File: src/rtl/led_pwm_engine.sv
// led_pwm_engine: register-programmed multi-channel LED PWM driver with group dim/blink; define LED_FADE_EN for duty fading
module led_pwm_engine #(
    parameter int NUM_CH   = 8,
    parameter int PWM_BITS = 8,
    parameter int PRESCALE = 4
) (
    input  logic              clk,
    input  logic              reset_n,
    input  logic              wr_en,
    input  logic              rd_en,
    input  logic [7:0]        addr,
    input  logic [7:0]        wdata,
    output logic [7:0]        rdata,
    output logic              rvalid,
    output logic [NUM_CH-1:0] leds
);
    typedef logic [PWM_BITS-1:0] duty_t;

    logic              sleep_q, sleep_d, dmblnk_q, dmblnk_d, invrt_q, invrt_d;
    logic [7:0]        grppwm_q, grppwm_d, grpfreq_q, grpfreq_d, fadestep_q, fadestep_d;
    logic [1:0]        ledout_q [NUM_CH];
    logic [1:0]        ledout_d [NUM_CH];
    duty_t             pwm_q [NUM_CH];
    duty_t             pwm_d [NUM_CH];
    duty_t             eff [NUM_CH];
    logic [15:0]       pre_q, pre_d;
    duty_t             cnt_q, cnt_d;
    logic [7:0]        gpre_q, gpre_d, gcnt_q, gcnt_d;
    logic [7:0]        rdata_q, rdata_d, rd_mux;
    logic              rvalid_q;
    logic [NUM_CH-1:0] leds_q, leds_d, leds_raw;
    logic              tick, wrap, gclr, gate;

    assign rdata  = rdata_q;
    assign rvalid = rvalid_q;
    assign leds   = leds_q;

    // PWM timebase and group counter; all counting freezes while asleep, a DMBLNK change or GRPFREQ write restarts the group
    always_comb begin
        tick   = !sleep_q && pre_q == 16'(PRESCALE - 1);
        wrap   = tick && cnt_q == '1;
        gclr   = wr_en && ((addr == 8'h00 && wdata[3] != dmblnk_q) || addr == 8'h02);
        pre_d  = sleep_q ? pre_q : (tick ? '0 : pre_q + 16'd1);
        cnt_d  = tick ? cnt_q + duty_t'(1) : cnt_q;
        gpre_d = gpre_q;
        gcnt_d = gcnt_q;
        if (wrap) begin
            if (!dmblnk_q || gpre_q == grpfreq_q) begin
                gpre_d = '0;
                gcnt_d = gcnt_q + 8'd1;
            end else begin
                gpre_d = gpre_q + 8'd1;
            end
        end
        if (gclr) begin
            gpre_d = '0;
            gcnt_d = '0;
        end
    end

    // Register file writes; unmapped addresses and reserved bits fall through untouched
    always_comb begin
        sleep_d    = sleep_q;
        dmblnk_d   = dmblnk_q;
        invrt_d    = invrt_q;
        grppwm_d   = grppwm_q;
        grpfreq_d  = grpfreq_q;
        fadestep_d = fadestep_q;
        ledout_d   = ledout_q;
        pwm_d      = pwm_q;
        if (wr_en) begin
            if (addr == 8'h00) {sleep_d, dmblnk_d, invrt_d} = wdata[4:2];
            if (addr == 8'h01) grppwm_d = wdata;
            if (addr == 8'h02) grpfreq_d = wdata;
`ifdef LED_FADE_EN
            if (addr == 8'h03) fadestep_d = wdata;
`endif
            for (int i = 0; i < NUM_CH; i++) begin
                if (addr == 8'(8 + i / 4)) ledout_d[i] = wdata[2*(i%4) +: 2];
                if (addr == 8'(32 + i)) pwm_d[i] = duty_t'(wdata);
            end
        end
    end

`ifdef LED_FADE_EN
    duty_t duty_q [NUM_CH];
    duty_t duty_d [NUM_CH];
    duty_t step;

    // Effective duty slews toward PWMi by FADESTEP per PWM period, landing exactly on target; zero step tracks immediately
    always_comb begin
        step = duty_t'(fadestep_q);
        for (int i = 0; i < NUM_CH; i++) begin
            duty_d[i] = duty_q[i];
            eff[i]    = fadestep_q == 8'h00 ? pwm_q[i] : duty_q[i];
            if (fadestep_q == 8'h00) duty_d[i] = pwm_q[i];
            else if (wrap && pwm_q[i] > duty_q[i]) duty_d[i] = (pwm_q[i] - duty_q[i] <= step) ? pwm_q[i] : duty_q[i] + step;
            else if (wrap) duty_d[i] = (duty_q[i] - pwm_q[i] <= step) ? pwm_q[i] : duty_q[i] - step;
        end
    end

    // Effective duty registers
    always_ff @(posedge clk or negedge reset_n) begin
        if (!reset_n) duty_q <= '{default: '0};
        else          duty_q <= duty_d;
    end
`else
    // Effective duty is the programmed duty
    always_comb begin
        for (int i = 0; i < NUM_CH; i++) eff[i] = pwm_q[i];
    end
`endif

    // Read mux captured on rd_en (pre-write values) and per-channel LED mode selection
    always_comb begin
        rd_mux = 8'h00;
        if (addr == 8'h00) rd_mux = {3'b000, sleep_q, dmblnk_q, invrt_q, 2'b00};
        if (addr == 8'h01) rd_mux = grppwm_q;
        if (addr == 8'h02) rd_mux = grpfreq_q;
        if (addr == 8'h03) rd_mux = fadestep_q;
        gate     = gcnt_q < grppwm_q;
        leds_raw = '0;
        for (int i = 0; i < NUM_CH; i++) begin
            if (addr == 8'(8 + i / 4)) rd_mux[2*(i%4) +: 2] = ledout_q[i];
            if (addr == 8'(32 + i)) rd_mux = 8'(pwm_q[i]);
            leds_raw[i] = ledout_q[i] == 2'b01 || (ledout_q[i][1] && cnt_q < eff[i] && (!ledout_q[i][0] || gate));
        end
        rdata_d = rd_en ? rd_mux : rdata_q;
        leds_d  = sleep_q ? '0 : leds_raw ^ {NUM_CH{invrt_q}};
    end

    // State registers with asynchronous clear
    always_ff @(posedge clk or negedge reset_n) begin
        if (!reset_n) begin
            sleep_q    <= 1'b0;
            dmblnk_q   <= 1'b0;
            invrt_q    <= 1'b0;
            grppwm_q   <= '0;
            grpfreq_q  <= '0;
            fadestep_q <= '0;
            ledout_q   <= '{default: '0};
            pwm_q      <= '{default: '0};
            pre_q      <= '0;
            cnt_q      <= '0;
            gpre_q     <= '0;
            gcnt_q     <= '0;
            rdata_q    <= '0;
            rvalid_q   <= 1'b0;
            leds_q     <= '0;
        end else begin
            sleep_q    <= sleep_d;
            dmblnk_q   <= dmblnk_d;
            invrt_q    <= invrt_d;
            grppwm_q   <= grppwm_d;
            grpfreq_q  <= grpfreq_d;
            fadestep_q <= fadestep_d;
            ledout_q   <= ledout_d;
            pwm_q      <= pwm_d;
            pre_q      <= pre_d;
            cnt_q      <= cnt_d;
            gpre_q     <= gpre_d;
            gcnt_q     <= gcnt_d;
            rdata_q    <= rdata_d;
            rvalid_q   <= rd_en;
            leds_q     <= leds_d;
        end
    end
endmodule

File: config.mk
export PLATFORM = sky130hd
export DESIGN_NAME = led_pwm_engine
export DESIGN_NICKNAME = d
export VERILOG_FILES = /design/src/rtl/led_pwm_engine.sv
export SDC_FILE = /design/constraint.sdc
export NUM_CORES = 1
export LEC_CHECK = 0
export CORE_ASPECT_RATIO = 0.9
export CORE_MARGIN = 2
export CORE_UTILIZATION = 45
export DETAILED_ROUTE_END_ITERATION = 7
export MAX_ROUTING_LAYER = met4
export PLACE_DENSITY = 0.73
export SLEW_MARGIN = 5
export SYNTH_ARGS = -nofsm -noshare
export SYNTH_HDL_FRONTEND = slang
export SYNTH_SLANG_ARGS = --single-unit
File: constraint.sdc
create_clock -name clk -period 2.38 [get_ports clk]
set_input_delay 0.238 -clock clk [delete_from_list [all_inputs] [get_ports clk]]
set_output_delay 0.238 -clock clk [all_outputs]
set_load 0.01 [all_outputs]
==> impl_metrics.env <==
export IMPL_status="finished clean"
export IMPL_ys_top_cells_by_area="dfrtp_1, mux2_2, ha_1, inv_1, mux2i_1"
export IMPL_p_sw_frac=0.315
export IMPL_synthCells=912
export IMPL_cts_sinks=156
export IMPL_ctsHtreeMaxLevel=4
export IMPL_startpoint="cnt_q[2]"
export IMPL_vdd_drop_max_v=0.000500
export IMPL_ys_seq_area_frac=0.414
export IMPL_syn_avg_cell_area_um2=10.4
export IMPL_seqPwrFrac=0.407
export IMPL_reg2reg_depth=7
export IMPL_crit_type="reg2reg"
export IMPL_switchingPower_mw=2.40
export IMPL_finalHoldViolCount=0
export IMPL_setup_viol=0
export IMPL_cts_root_buf="clkbuf_16"
export IMPL_nNetsFinal=1091
export IMPL_dr_total_vias=7701
export IMPL_drive_above_1_share=0.241
export IMPL_leakage_nw=5.09
export IMPL_syn_area_um2=9440
export IMPL_reg2reg_slack_ns=0.16
export IMPL_via_per_inst=5.91
export IMPL_finalSetupTns_ns=0
export IMPL_synth_edff_count=0
export IMPL_die_area_um2=22200
export IMPL_finalCriticalPeriod_ns=2.22
export IMPL_dp_slack_ns=-0.0953
export IMPL_drtIter0Drc=714
export IMPL_end_kind="register"
export IMPL_drc=0
export IMPL_antenna_found_initial=1
export IMPL_grt_pass1_vias=7557
export IMPL_grt_pass1_wl_mm=43.1
export IMPL_path_clk_slew_ns=0.06
export IMPL_hp_class="in2async"
export IMPL_overflow=0
export IMPL_clock_fmax_mhz=450
export IMPL_worst_path_max_delay_cell="dfrtp_2"
export IMPL_io_pins=37
export IMPL_fin_crit_sh=0.934
export IMPL_internal_power_mw=5.23
export IMPL_ctsLongestPathBuffers=2
export IMPL_critPathMaxFanout=9
export IMPL_ys_ff_latch=156
export IMPL_worstReg2RegStart="cnt_q[2]"
export IMPL_crit_end="leds[6]"
export IMPL_start_util=0.456
export IMPL_yosysWarnings=0
export IMPL_finalWeightedCongestion=0.963
export IMPL_cts_buffers=17
export IMPL_grt_max_degree=48
export IMPL_ys_flop_type="dfrtp_1"
export IMPL_fin_util=0.545
export IMPL_maxCapViolations=0
export IMPL_power_mw=7.63
export IMPL_area_delta_synth_final_pct=19.5
export IMPL_io_buffer_count=36
export IMPL_clkPwrFrac=0.362
export IMPL_yosys_area_top_type_share=0.414
export IMPL_syn_num_nets=999
export IMPL_drv_slew=0
export IMPL_rows=50
export IMPL_antenna_left=0
export IMPL_die_h_um=141
export IMPL_synth_top_area_cell="dfrtp_1"
export IMPL_core_um2=20700
export IMPL_cp_slowest_stage_delay_ns=0.53
export IMPL_tightest_slew_ns=0.837
export IMPL_setup_slack_ns=0.158
export IMPL_dp_hpwl_mm=19.6
export IMPL_power_density_nw_per_um2=677
export IMPL_worstPathCellList="ha_1, nand2_1, o21ai_0, a41oi_1, o32ai_1, buf_4, mux2i_1"
export IMPL_drt_wl_total_mm=27.2
export IMPL_required_ns=2.73
export IMPL_clk_latency_ns=0.43
export IMPL_hold_ws_ns=0.287
export IMPL_cts_tree="yes"
export IMPL_relSlewSlack=0.440
export IMPL_critPathArrivalTime_ns=2.57
export IMPL_async_reset_ff_frac=1.00
export IMPL_grt_usage=0.263
export IMPL_drtPass1Iterations=5
export IMPL_yosysUniqueCellTypes=65
export IMPL_comb_power_share=0.231
export IMPL_start_kind="register"
export IMPL_fin_skew_ns=0.00585
export IMPL_fp_dieW_um=157
export IMPL_r2r_end="leds[6]"
export IMPL_wl_per_cell_um=20.8
cell type report:
cell class	count	area, um2
fill	1850	9430
clock inverter	15	166
clock buffer	17	425
inverter	76	285
antenna	1	2.50
sequential	156	3910
tap	286	358
multi-input combinational	635	5090
timing repair buffer	118	1050
Yosys cell counts (all sizes together), types with 3 or more instances:
cell type and count:
inv 76, nand2 60, a21oi 19, o2111ai 4
nor3 12, mux2 105, a2111oi 3, xnor2 14
nand2b 16, dfrtp 156, nand3 48, nor2 26
a32oi 7, o22ai 15, o21ai 36, nor2b 16
o211ai 5, o221a 4, and2 3, a41oi 9
and3b 5, clkbuf 34, xor2 16, nand4 14
nor4b 14, nand3b 8, o32ai 5, buf 11
a221oi 5, and3 12, a2bb2oi 4, a22oi 6
and4 3, nor4 9, mux2i 23, ha 67
o31ai 6, a32o 5
worst max-delay path: cells and delay by family, from the launching register on:
kind                       cells  cell delay, ns
buffers and inverters          1            0.18
muxes                          1            0.17
and+or+nand+nor                1            0.05
DFF                            1            0.53
adders and majority gates      1            0.34
AOI/OAI and AO/OA              3            0.86
how the worst min path moves through the flow:
stage | end | start | slack [ns] | cells after the start
final | eff[9] | reset_n | 0.29 | 2
after global routing | eff[9] | reset_n | 0.33 | 2
after CTS | eff[9] | reset_n | 0.31 | 2
after detailed placement | eff[9] | reset_n | 0.19 | 1
after global placement | eff[10] | reset_n | 0.19 | 1
after floorplan | cnt_q[0] | reset_n | -0.06 | 0
power groups by stage:
stage	clock network, mW	registers [mW]	logic (mW)
floorplan	0	3.10	0.913
global placement	0	3.14	1.65
detailed placement	0	3.14	1.72
CTS	2.79	3.10	1.75
global route	2.91	3.14	1.95
finish	2.76	3.11	1.76
flip-flops by register name, summed over array words and instances, names as in the netlist, 8 cells and up:
name       count
ledout_q      16
cnt_q          8
rdata          8
pre_q         16
leds           8
eff           64
grppwm_q       8
grpfreq_q      8
gcnt_q         8
gpre_q         8
cells by family after synthesis:
family,after synthesis,synth area share
buffers and inverters,121,0.0493
adder cells (fa/ha/maj),67,0.0888
flip-flops,156,0.414
XOR/XNOR,30,0.0278
multiplexers,129,0.152
AND/OR/NAND/NOR,256,0.154
AO/OA/AOI/OAI,153,0.115
metrics by stage:
stage | instances | area [um2]
floorplan | 912 | 9440
global placement | 1269 | 10700
detailed placement | 1269 | 10700
CTS | 1302 | 11300
global route | 1304 | 11300
finish | 1304 | 11300
metal layers:
layer  routed length, um  share of wire  track usage  vias to the layer above
met5                   0              0            -                        -
li1                    -              -            -                     3533
met1               12400           0.46        0.366                     3817
met3                1910          0.070       0.0586                       47
met2               12300           0.45        0.385                      304
met4                 546          0.020       0.0758                        0
placed cells by master, fill, tap and decap left out, types with 6 or more instances in the layout:
cell	instances
a21oi_1	19
a22oi_1	6
a32oi_1	7
a41oi_1	9
and3_1	12
buf_12	6
buf_4	75
clkbuf_16	17
clkdlybuf4s50_1	34
dfrtp_1	155
ha_1	67
inv_1	76
mux2_2	105
mux2i_1	23
nand2_1	60
nand2b_1	16
nand3_1	42
nand3_2	6
nand3b_1	8
nand4_1	14
nor2_1	25
nor2b_1	16
nor3_1	10
nor4_1	8
nor4b_1	13
o21ai_0	36
o22ai_1	15
o31ai_1	6
xnor2_1	14
xor2_1	16
timing repair:
action                     4_1_cts  5_1_grt
hold endpoints to repair        39        0
hold buffers                     1        0
setup endpoints to repair        0        7
gates resized for setup          0        3
buffers inserted                 0        1
No activity file was read; power rests on OpenSTA's default activity.
